--- src/rtl/reaction_controller.sv ---
// ---------------------------------------------------------------------------
// reaction_controller
//   Reaction-time game controller. A rising edge on start arms a round: after
//   a (optionally pseudo-random) delay the LED lights and the controller
//   counts milliseconds until the player presses the button, or until the
//   reaction timeout expires. A press before the LED lights is a false start.
//
// Ports
//   clk           in   1   system clock
//   reset         in   1   synchronous, active-low reset
//   start         in   1   level input, rising edge begins a round
//   button        in   1   level input (already synchronised), rising edge = press
//   led_on        out  1   stimulus LED, high only while waiting for the press
//   reaction_ms   out  14  measured reaction time in ms
//   result_valid  out  1   one-cycle pulse when reaction_ms becomes final
//   false_start   out  1   high while the round ended in a false start
//   busy          out  1   high while a round is in progress
// ---------------------------------------------------------------------------
module reaction_controller #(
  parameter int CLKS_PER_MS  = 50000,
  parameter int MIN_DELAY_MS = 1000,
  parameter int RAND_EN      = 1,
  parameter int MAX_REACT_MS = 9999
) (
  input  logic        clk,
  input  logic        reset,
  input  logic        start,
  input  logic        button,
  output logic        led_on,
  output logic [13:0] reaction_ms,
  output logic        result_valid,
  output logic        false_start,
  output logic        busy
);

  localparam int PW = ($clog2(CLKS_PER_MS) > 16) ? $clog2(CLKS_PER_MS) : 16;
  localparam logic [PW-1:0] PRESC_LAST   = PW'(CLKS_PER_MS - 1);
  localparam logic [13:0]   MIN_DELAY    = 14'(MIN_DELAY_MS);
  localparam logic [13:0]   MAX_REACT    = 14'(MAX_REACT_MS);
  localparam logic [13:0]   MAX_REACT_M1 = 14'(MAX_REACT_MS - 1);
  localparam logic [15:0]   LFSR_SEED    = 16'hACE1;

  typedef enum logic [2:0] {
    S_IDLE  = 3'd0,
    S_DELAY = 3'd1,
    S_REACT = 3'd2,
    S_DONE  = 3'd3,
    S_FOUL  = 3'd4
  } state_t;

  // Fibonacci LFSR step, taps 16,14,13,11 (bits 15,13,12,10), shifting left.
  function automatic logic [15:0] lfsr_next(input logic [15:0] v);
    lfsr_next = {v[14:0], v[15] ^ v[13] ^ v[12] ^ v[10]};
  endfunction

  state_t         r_state;
  logic [PW-1:0]  r_presc;
  logic [13:0]    r_delay;
  logic [13:0]    r_reaction_ms;
  logic [15:0]    r_lfsr;
  logic           r_start_prev;
  logic           r_button_prev;
  logic           r_led_on;
  logic           r_result_valid;
  logic           r_false_start;
  logic           r_busy;

  state_t         w_state_nxt;
  logic [PW-1:0]  w_presc_nxt;
  logic [13:0]    w_delay_nxt;
  logic [13:0]    w_react_nxt;
  logic [13:0]    w_rand_add;
  logic           w_valid_nxt;
  logic           w_start_edge;
  logic           w_button_edge;
  logic           w_tick;
  logic           w_enter_delay;

  assign w_start_edge  = start  & ~r_start_prev;
  assign w_button_edge = button & ~r_button_prev;
  assign w_tick        = (r_presc == PRESC_LAST);
  assign w_rand_add    = (RAND_EN != 0) ? {2'b00, r_lfsr[11:0]} : 14'd0;
  assign w_enter_delay = (w_state_nxt == S_DELAY) && (r_state != S_DELAY);

  // Next state, delay counter, reaction counter and completion pulse.
  always_comb begin
    w_state_nxt = r_state;
    w_delay_nxt = r_delay;
    w_react_nxt = r_reaction_ms;
    w_valid_nxt = 1'b0;
    case (r_state)
      S_IDLE, S_DONE, S_FOUL: begin
        if (w_start_edge) begin
          w_state_nxt = S_DELAY;
          w_delay_nxt = MIN_DELAY + w_rand_add;
          w_react_nxt = 14'd0;
        end else begin
          w_state_nxt = r_state;
        end
      end
      S_DELAY: begin
        // An early press wins over the delay expiring on the same edge.
        if (w_button_edge) begin
          w_state_nxt = S_FOUL;
        end else if (w_tick) begin
          if (r_delay == 14'd1) begin
            w_state_nxt = S_REACT;
            w_delay_nxt = 14'd0;
          end else begin
            w_delay_nxt = r_delay - 14'd1;
          end
        end else begin
          w_delay_nxt = r_delay;
        end
      end
      S_REACT: begin
        // A press on a tick edge freezes the count without that tick.
        if (w_button_edge) begin
          w_state_nxt = S_DONE;
          w_valid_nxt = 1'b1;
        end else if (w_tick) begin
          if (r_reaction_ms >= MAX_REACT_M1) begin
            w_react_nxt = MAX_REACT;
            w_state_nxt = S_DONE;
            w_valid_nxt = 1'b1;
          end else begin
            w_react_nxt = r_reaction_ms + 14'd1;
          end
        end else begin
          w_react_nxt = r_reaction_ms;
        end
      end
      default: begin
        w_state_nxt = S_IDLE;
      end
    endcase
  end

  // Millisecond prescaler; restarts on each round so the first tick is a full ms away.
  always_comb begin
    w_presc_nxt = r_presc;
    if (w_enter_delay) begin
      w_presc_nxt = '0;
    end else if (w_tick) begin
      w_presc_nxt = '0;
    end else begin
      w_presc_nxt = r_presc + PW'(1);
    end
  end

  // State, counters, edge history and registered outputs.
  always_ff @(posedge clk) begin
    if (!reset) begin
      r_state        <= S_IDLE;
      r_presc        <= '0;
      r_delay        <= 14'd0;
      r_reaction_ms  <= 14'd0;
      r_lfsr         <= LFSR_SEED;
      // Previous values start high so inputs held through reset give no edge.
      r_start_prev   <= 1'b1;
      r_button_prev  <= 1'b1;
      r_led_on       <= 1'b0;
      r_result_valid <= 1'b0;
      r_false_start  <= 1'b0;
      r_busy         <= 1'b0;
    end else begin
      r_state        <= w_state_nxt;
      r_presc        <= w_presc_nxt;
      r_delay        <= w_delay_nxt;
      r_reaction_ms  <= w_react_nxt;
      r_lfsr         <= lfsr_next(r_lfsr);
      r_start_prev   <= start;
      r_button_prev  <= button;
      r_led_on       <= (w_state_nxt == S_REACT);
      r_result_valid <= w_valid_nxt;
      r_false_start  <= (w_state_nxt == S_FOUL);
      r_busy         <= (w_state_nxt == S_DELAY) || (w_state_nxt == S_REACT);
    end
  end

  assign led_on       = r_led_on;
  assign reaction_ms  = r_reaction_ms;
  assign result_valid = r_result_valid;
  assign false_start  = r_false_start;
  assign busy         = r_busy;

endmodule

--- config.mk ---
export PLATFORM = sky130hd
export DESIGN_NAME = reaction_controller
export DESIGN_NICKNAME = d
export VERILOG_FILES = /design/src/rtl/reaction_controller.sv
export SDC_FILE = /design/constraint.sdc
export NUM_CORES = 1
export LEC_CHECK = 0
export ABC_CLOCK_PERIOD_IN_PS = 5350
export CORE_ASPECT_RATIO = 1.1
export CORE_UTILIZATION = 59
export DETAILED_ROUTE_END_ITERATION = 8
export GPL_TIMING_DRIVEN = 1
export PLACE_DENSITY = 0.81
export REMOVE_ABC_BUFFERS = 1
export SYNTH_ARGS = -nofsm -noshare
export SYNTH_HDL_FRONTEND = slang
export SYNTH_SLANG_ARGS = --single-unit
--- constraint.sdc ---
create_clock -name clk -period 5.35 [get_ports clk]
set_input_delay 0.535 -clock clk [delete_from_list [all_inputs] [get_ports clk]]
set_output_delay 0.535 -clock clk [all_outputs]
set_load 0.02 [all_outputs]
# --- Yosys cells after proc, flatten, opt, wreduce, memory -nomap -nowiden ---
# Index checks and enable logic that the tools add are counted.
word_totals:
  register_bits: 69
  inputBits: 4
op_classes:
  addsub: 4
  order_cmp: 1
  eq_ne: 15
  n_mux: 21
  n_bitwise: 8
  n_reduce_logical: 10
ops:
  columns: ["operator", "count"]
  rows:
  - ["two-way mux 14 bit", 8]
  - ["case mux 14 bit (2 select lines)", 2]
  - ["two-way mux 3 bit", 7]
  - ["adder 16 x 1 -> 16 bit, second input constant", 1]
  - ["== test 16 bit, second input constant", 1]
  - ["adder 14 x 1 -> 14 bit, second input constant", 1]
  - ["== test 14 x 1 -> 1 bit, second input constant", 1]
  - [">= comparator 14 bit, second input constant", 1]
  - ["subtractor 14 x 1 -> 14 bit, second input constant", 1]
  - ["adder 10 x 12 -> 13 bit, first input constant", 1]
  - ["!= test 2 bit, second input constant", 5]
  - ["== test 3 x 2 -> 1 bit, second input constant", 3]
  - ["case mux 3 bit (3 select lines)", 1]
  - ["AND reduction 4 bit", 2]
  - ["== test 3 x 1 -> 1 bit, second input constant", 2]
  - ["== test 3 bit, second input constant", 2]
  - ["OR reduction 3 bit", 2]
  - ["nonzero test 2 bit", 2]
  - ["zero test 3 bit", 1]
  - ["two-way mux 1 bit", 3]
  - ["!= test 3 x 1 -> 1 bit, second input constant", 1]
  - ["inverter 1 bit", 3]
  - ["bitwise XOR 1 bit", 3]
  - ["bitwise AND 1 bit", 2]
  - ["3 further kinds", 3]

# --- Logic depth before layout (Yosys ltp) ---
logic_depth:
  word_depth: 8
  depth_mapped: 10
  depth_no_buf: 8

# --- Worst setup path after synthesis ---
# No wires, ideal clock.
synth_timing:
  path_type: "reg-to-reg"
  start: "reg r_delay[1]"
  end: "reg r_delay[9]"
  t_arrival_ns: 2.348
  t_required_ns: 5.233
  path_slack_ns: 2.885
  stages_incl_launch_ff: 11
  n_path_buf: 2
  synth_period_minus_slack_ns: 2.465
  path_cell_list: "dfxtp_1 inv_1 ha_1 or4b_4 or4_4 buf_6 o21ai_4 a31o_2 buf_6 nand2_4 a32o_1"
synth_between:
  elab_chain_cells: 5
  word_cells_on_any_way: 6
  cone_classes: "add/sub (1); eq/ne (1); mux (4)"
synth_lines:
  columns: ["item", "line_no", "rtl"]
  rows:
  - ["start, declared", "58", "logic [13:0] r_delay;"]
  - ["start signal, assigned", "169", "r_delay <= w_delay_nxt;"]
  - ["subtractor 14 x 1 -> 14 bit / == test 14 x 1 -> 1 bit (equally long branches)", "110, 106", null]
  - ["two-way mux 14 bit *", "106", "if (r_delay == 14'd1) begin"]
  - ["two-way mux 14 bit *", "105", "end else if (w_tick) begin"]
  - ["two-way mux 14 bit *", "103", "if (w_button_edge) begin"]
  - ["case mux 14 bit (2 select lines) *", "91", "case (r_state)"]
# Every way passes the cells marked *; elsewhere a longest branch is shown, timed or not. The select of a mux whose other input is x is not followed.
# A chain may end at the register's enable or synchronous reset.

# --- Final worst setup path ---
layout_timing:
  start: "reg r_presc[0]"
  end: "reg r_reaction_ms[7], in the netlist reaction_ms[7]"
layout_between:
  elab_chain_cells: 3
layout_lines:
  columns: ["item", "line_no", "rtl"]
  rows:
  - ["start, declared", "57", "logic [PW-1:0] r_presc;"]
  - ["start signal, assigned", "168", "r_presc <= w_presc_nxt;"]
  - ["== test 16 bit", "81", "assign w_tick = (r_presc == PRESC_LAST);"]
  - ["!= test 2 bit (no source line)", null, null]
  - ["AND reduction 4 bit (no source line)", null, null]
  - ["end signal, assigned", "170", "r_reaction_ms <= w_react_nxt;"]
  - ["end, declared", "59", "logic [13:0] r_reaction_ms;"]
# No other way between the ends.

==> impl.org <==
** Min path
- Startpoint of the worst hold path :: r_lfsr[14]$_SDFF_PN0_
- Hold Path Cell Cnt :: 1
- The min-delay analysis places its worst path in the category flop to flop.

** Routing
- Number of iterations in the first detailed-routing pass :: 5
- Dividing the detail-routed via count by the number of cells gives 6.25.
- Summed over all layers, the routed wires come to 8180 um.
- The count of nets left with antenna violations once routing finished came out at 0.
- Top Metal Used :: met4
- In the routed design, unresolved DRC markers number 0.
- After detailed routing, the met2 layer carries 3880 um of wire.
- Total number of vias :: 3,213
- Sum of met3 wire segment lengths after detailed routing :: 455 um
- The detailed router put a total of 3610 um of wire on met1.
- Number of violations reported at the end of detailed-routing iteration 0 :: 297
- In the final routed layout, each cell accounts on average for 15.9 um.

** Critical path
- Count of cells along the worst register-to-register path :: 7
- The critical path is of the flop to flop type.
- Launching element type of the critical path :: flop
- STA puts the critical path data required time at 5.60 ns.
- CP arrival :: 2.96 ns
- Critical path capture point type :: flop
- Worst-path maximum fanout :: 9
- Setup slack on the worst reg-to-reg path comes out at 2.64 ns.
- Tracing the worst setup path back leads to its startpoint at r_presc[0]$_SDFF_PP0_.
- Reg-to-Reg Start :: r_presc[0]$_SDFF_PP0_

** Synthesis
- Dividing the synthesized area by the synthesized cell count gives 8.49 um2.
- Yosys mapped a number of flops with a built-in enable equal to 0.
- Number of distinct library cell variants in the gate-level netlist after synthesis :: 62
- For this run, the number of Yosys warnings is 0.
- The commonest cells after synthesis are 69 x sky130_fd_sc_hd__dfxtp_1, 44 x sky130_fd_sc_hd__nand2_1, 41 x sky130_fd_sc_hd__nor2_1, 19 x sky130_fd_sc_hd__and2_1, 18 x sky130_fd_sc_hd__a21oi_1.
- The synthesized netlist occupies a cell area of 3510 um2.
- Leading cell types by total area after synthesis :: sky130_fd_sc_hd__dfxtp_1 39%, sky130_fd_sc_hd__nand2_1 4.7%, sky130_fd_sc_hd__nor2_1 4.4%, sky130_fd_sc_hd__xnor2_1 4.0%, sky130_fd_sc_hd__and2_1 3.4%
- Post-synthesis register bit count :: 69
- For this run, asynchronously set or reset flops after synthesis account for 0.
- Dominant cell by count in the synthesized netlist :: sky130_fd_sc_hd__dfxtp_1
- Share of the synthesized area in the top cell type :: 0.394
- For this run, the register share of the synthesized area comes to 0.394.
- Leading register cell type out of synthesis :: sky130_fd_sc_hd__dfxtp_1
- After technology mapping, the gate count stands at 413.
- Area leader, netlist :: sky130_fd_sc_hd__dfxtp_1

** Placement
- Once detailed placement completed, the half-perimeter wirelength came to 5530 um.
- In this run the tool buffered the top-level ports with 21 buffer cells.
- Final weighted congestion in routability-driven placement :: 0.916
- Prior to clock tree synthesis, the placed netlist has a worst setup slack of 2.64 ns.

** Timing
- The max-slew violation count was 0.
- Once routing completed, OpenROAD measured the worst setup slack at 2.64 ns.
- The final hold violation count is 0.
- In this run the tightest slew margin relative to its limit is 0.468.
- For the pin with the worst max-slew slack, the measured transition is 0.791 ns.
- Post-route minimum period :: 2.71 ns
- In the finished design, the share of the clock period the worst path needs comes to 0.506.
- Fmax achieved :: 370 MHz
- Clk_skew :: 0.0175 ns
- Setup TNS :: 0 ns
- Setup violations remaining at the end of the flow were counted as 0.
- Setup repair after global routing left no endpoint under its margin.

** Floorplanning
- For this configuration, the core starts out at a cell density of 0.612.
- Boundary pin count :: 22
- Overall die height :: 82.8 um
- Num rows :: 29
- Horizontal die dimension :: 75.5 um
- Area of the die :: 6250 um2
- Floorplan Core Area :: 5730 um2

** Clock tree
- Worst-case clock buffer depth :: 2
- Latest clock arrival within the worst-skew pair :: 0.36 ns
- TritonCTS built the clock tree.
- Post-CTS repair changed the size of 0 cells.
- Counting every sink on the clock net gives 69.
- Number of setup buffers added after CTS :: 0
- In this run the clock root is driven by a sky130_fd_sc_hd__clkbuf_8.
- The H-tree was split into 3 levels.
- Counting the buffers created by CTS gives 9.
- Hold buffer count at CTS :: 0
- Post-CTS clock slew at the launch and capture registers of the worst setup and hold paths :: 0.07 ns

** GRT
- Initial antenna violation count :: 0
- Number of global-route vias before repair :: 2,990
- The first global-routing pass estimated 13,900 um of wire.
- Global-route total usage across every layer :: 0.287
- Entering global routing, the biggest net connects 58 pins.
- Global routing finished with a remaining overflow of 0.

** Pwr
- Power per unit of standard cell area :: 276 nW/um2
- The design draws 1.08 mW.
- For this design the static power due to leakage is 1.39 nW.
- The worst-case IR drop observed on VDD is 0.239 mV.

** Layout
- The number of antenna diodes in the final layout is 0.
- At the end of the flow, the number of nets in the layout was 442.
- The area growth from synthesis to layout is 11.9%.
- Of the cells placed in the final design, the portion with a size suffix greater than 1 is 0.0664.

** Outcome
- Run status :: finished clean

** Job
- Max-cap violations in this run came to 0.
## cells in the final DEF (no fill, tap or decap), types with 11 or more instances in the layout
master and count:
sky130_fd_sc_hd__a21oi_1 18, sky130_fd_sc_hd__and2_1 19, sky130_fd_sc_hd__clkbuf_8 11, sky130_fd_sc_hd__clkdlybuf4s50_1 20
sky130_fd_sc_hd__dfxtp_1 69, sky130_fd_sc_hd__nand2_1 44, sky130_fd_sc_hd__nand2b_1 13, sky130_fd_sc_hd__nand3_1 16
sky130_fd_sc_hd__nor2_1 41, sky130_fd_sc_hd__o22ai_1 11, sky130_fd_sc_hd__xnor2_1 16
## through the flow
step / util / instances / instance area [um2] / hold slack, ns
floorplan: - / 398 / 3430 / 0.386
global placement: 0.653 / 498 / 3740 / 0.394
detailed placement: 0.653 / 498 / 3740 / 0.403
CTS: 0.684 / 514 / 3920 / 0.416
global route: 0.684 / 514 / 3920 / 0.460
finish: 0.684 / 514 / 3920 / 0.412
## report_power, final
group | internal, mW | leakage (nW) | switching, mW
Combinational | 0.0555 | 0.742 | 0.0861
Sequential | 0.533 | 0.563 | 0.0181
Clock | 0.193 | 0.0857 | 0.197
Total | 0.782 | 1.39 | 0.301
## registers in the layout (all words and copies together), names as in the netlist
signal and cells:
busy 1, result_valid 1, r_delay 14, led_on 1, r_button_prev 1, r_state 3, r_presc 16, r_lfsr 16
reaction_ms 14, false_start 1, r_start_prev 1
## cells by family (layout without fill, tap and decap cells)
group	Yosys count	in the layout	synth area share
buffers and inverters	24	48	0.0318
XOR/XNOR	24	24	0.0600
multiplexers	2	2	0.00571
AND/OR/NAND/NOR	197	197	0.298
adder cells (fa/ha/maj)	6	6	0.0214
AO/OA/AOI/OAI	91	91	0.189
flip-flops	69	69	0.394
## critical path, cell delays in order, from the launching register on
cell and delay [ns]:
sky130_fd_sc_hd__dfxtp_1 0.40, sky130_fd_sc_hd__ha_1 0.25, sky130_fd_sc_hd__nand3_1 0.14, sky130_fd_sc_hd__nand4b_1 0.46, sky130_fd_sc_hd__o211a_1 0.38, sky130_fd_sc_hd__a21oi_2 0.36
sky130_fd_sc_hd__nand2_1 0.25, sky130_fd_sc_hd__o32ai_1 0.36
## layout make-up
cell class / instances / area (um2)
multi-input cells: 320 / 2010
well taps: 77 / 96.3
fillers: 507 / 1810
clock inverters: 3 / 20.0
clock buffers: 13 / 159
flip-flops and latches: 69 / 1380
inverters: 9 / 33.8
repair buffers: 23 / 220
## metal layers
| metal | global-route usage | vias up |
|---|---|---|
| li1 | - | 1550 |
| met1 | 0.379 | 1514 |
| met2 | 0.426 | 122 |
| met3 | 0.0558 | 27 |
| met4 | 0.170 | 0 |
| met5 | 0 | - |
## final timing paths
kind / end
hold / removal: r_lfsr[15]$_SDFF_PN1_
setup / recovery: reaction_ms[7]$_SDFFE_PN0P_
setup reg to reg: reaction_ms[7]$_SDFFE_PN0P_
hold reg to reg: r_lfsr[15]$_SDFF_PN1_
Power figures use the tool's default switching activity.
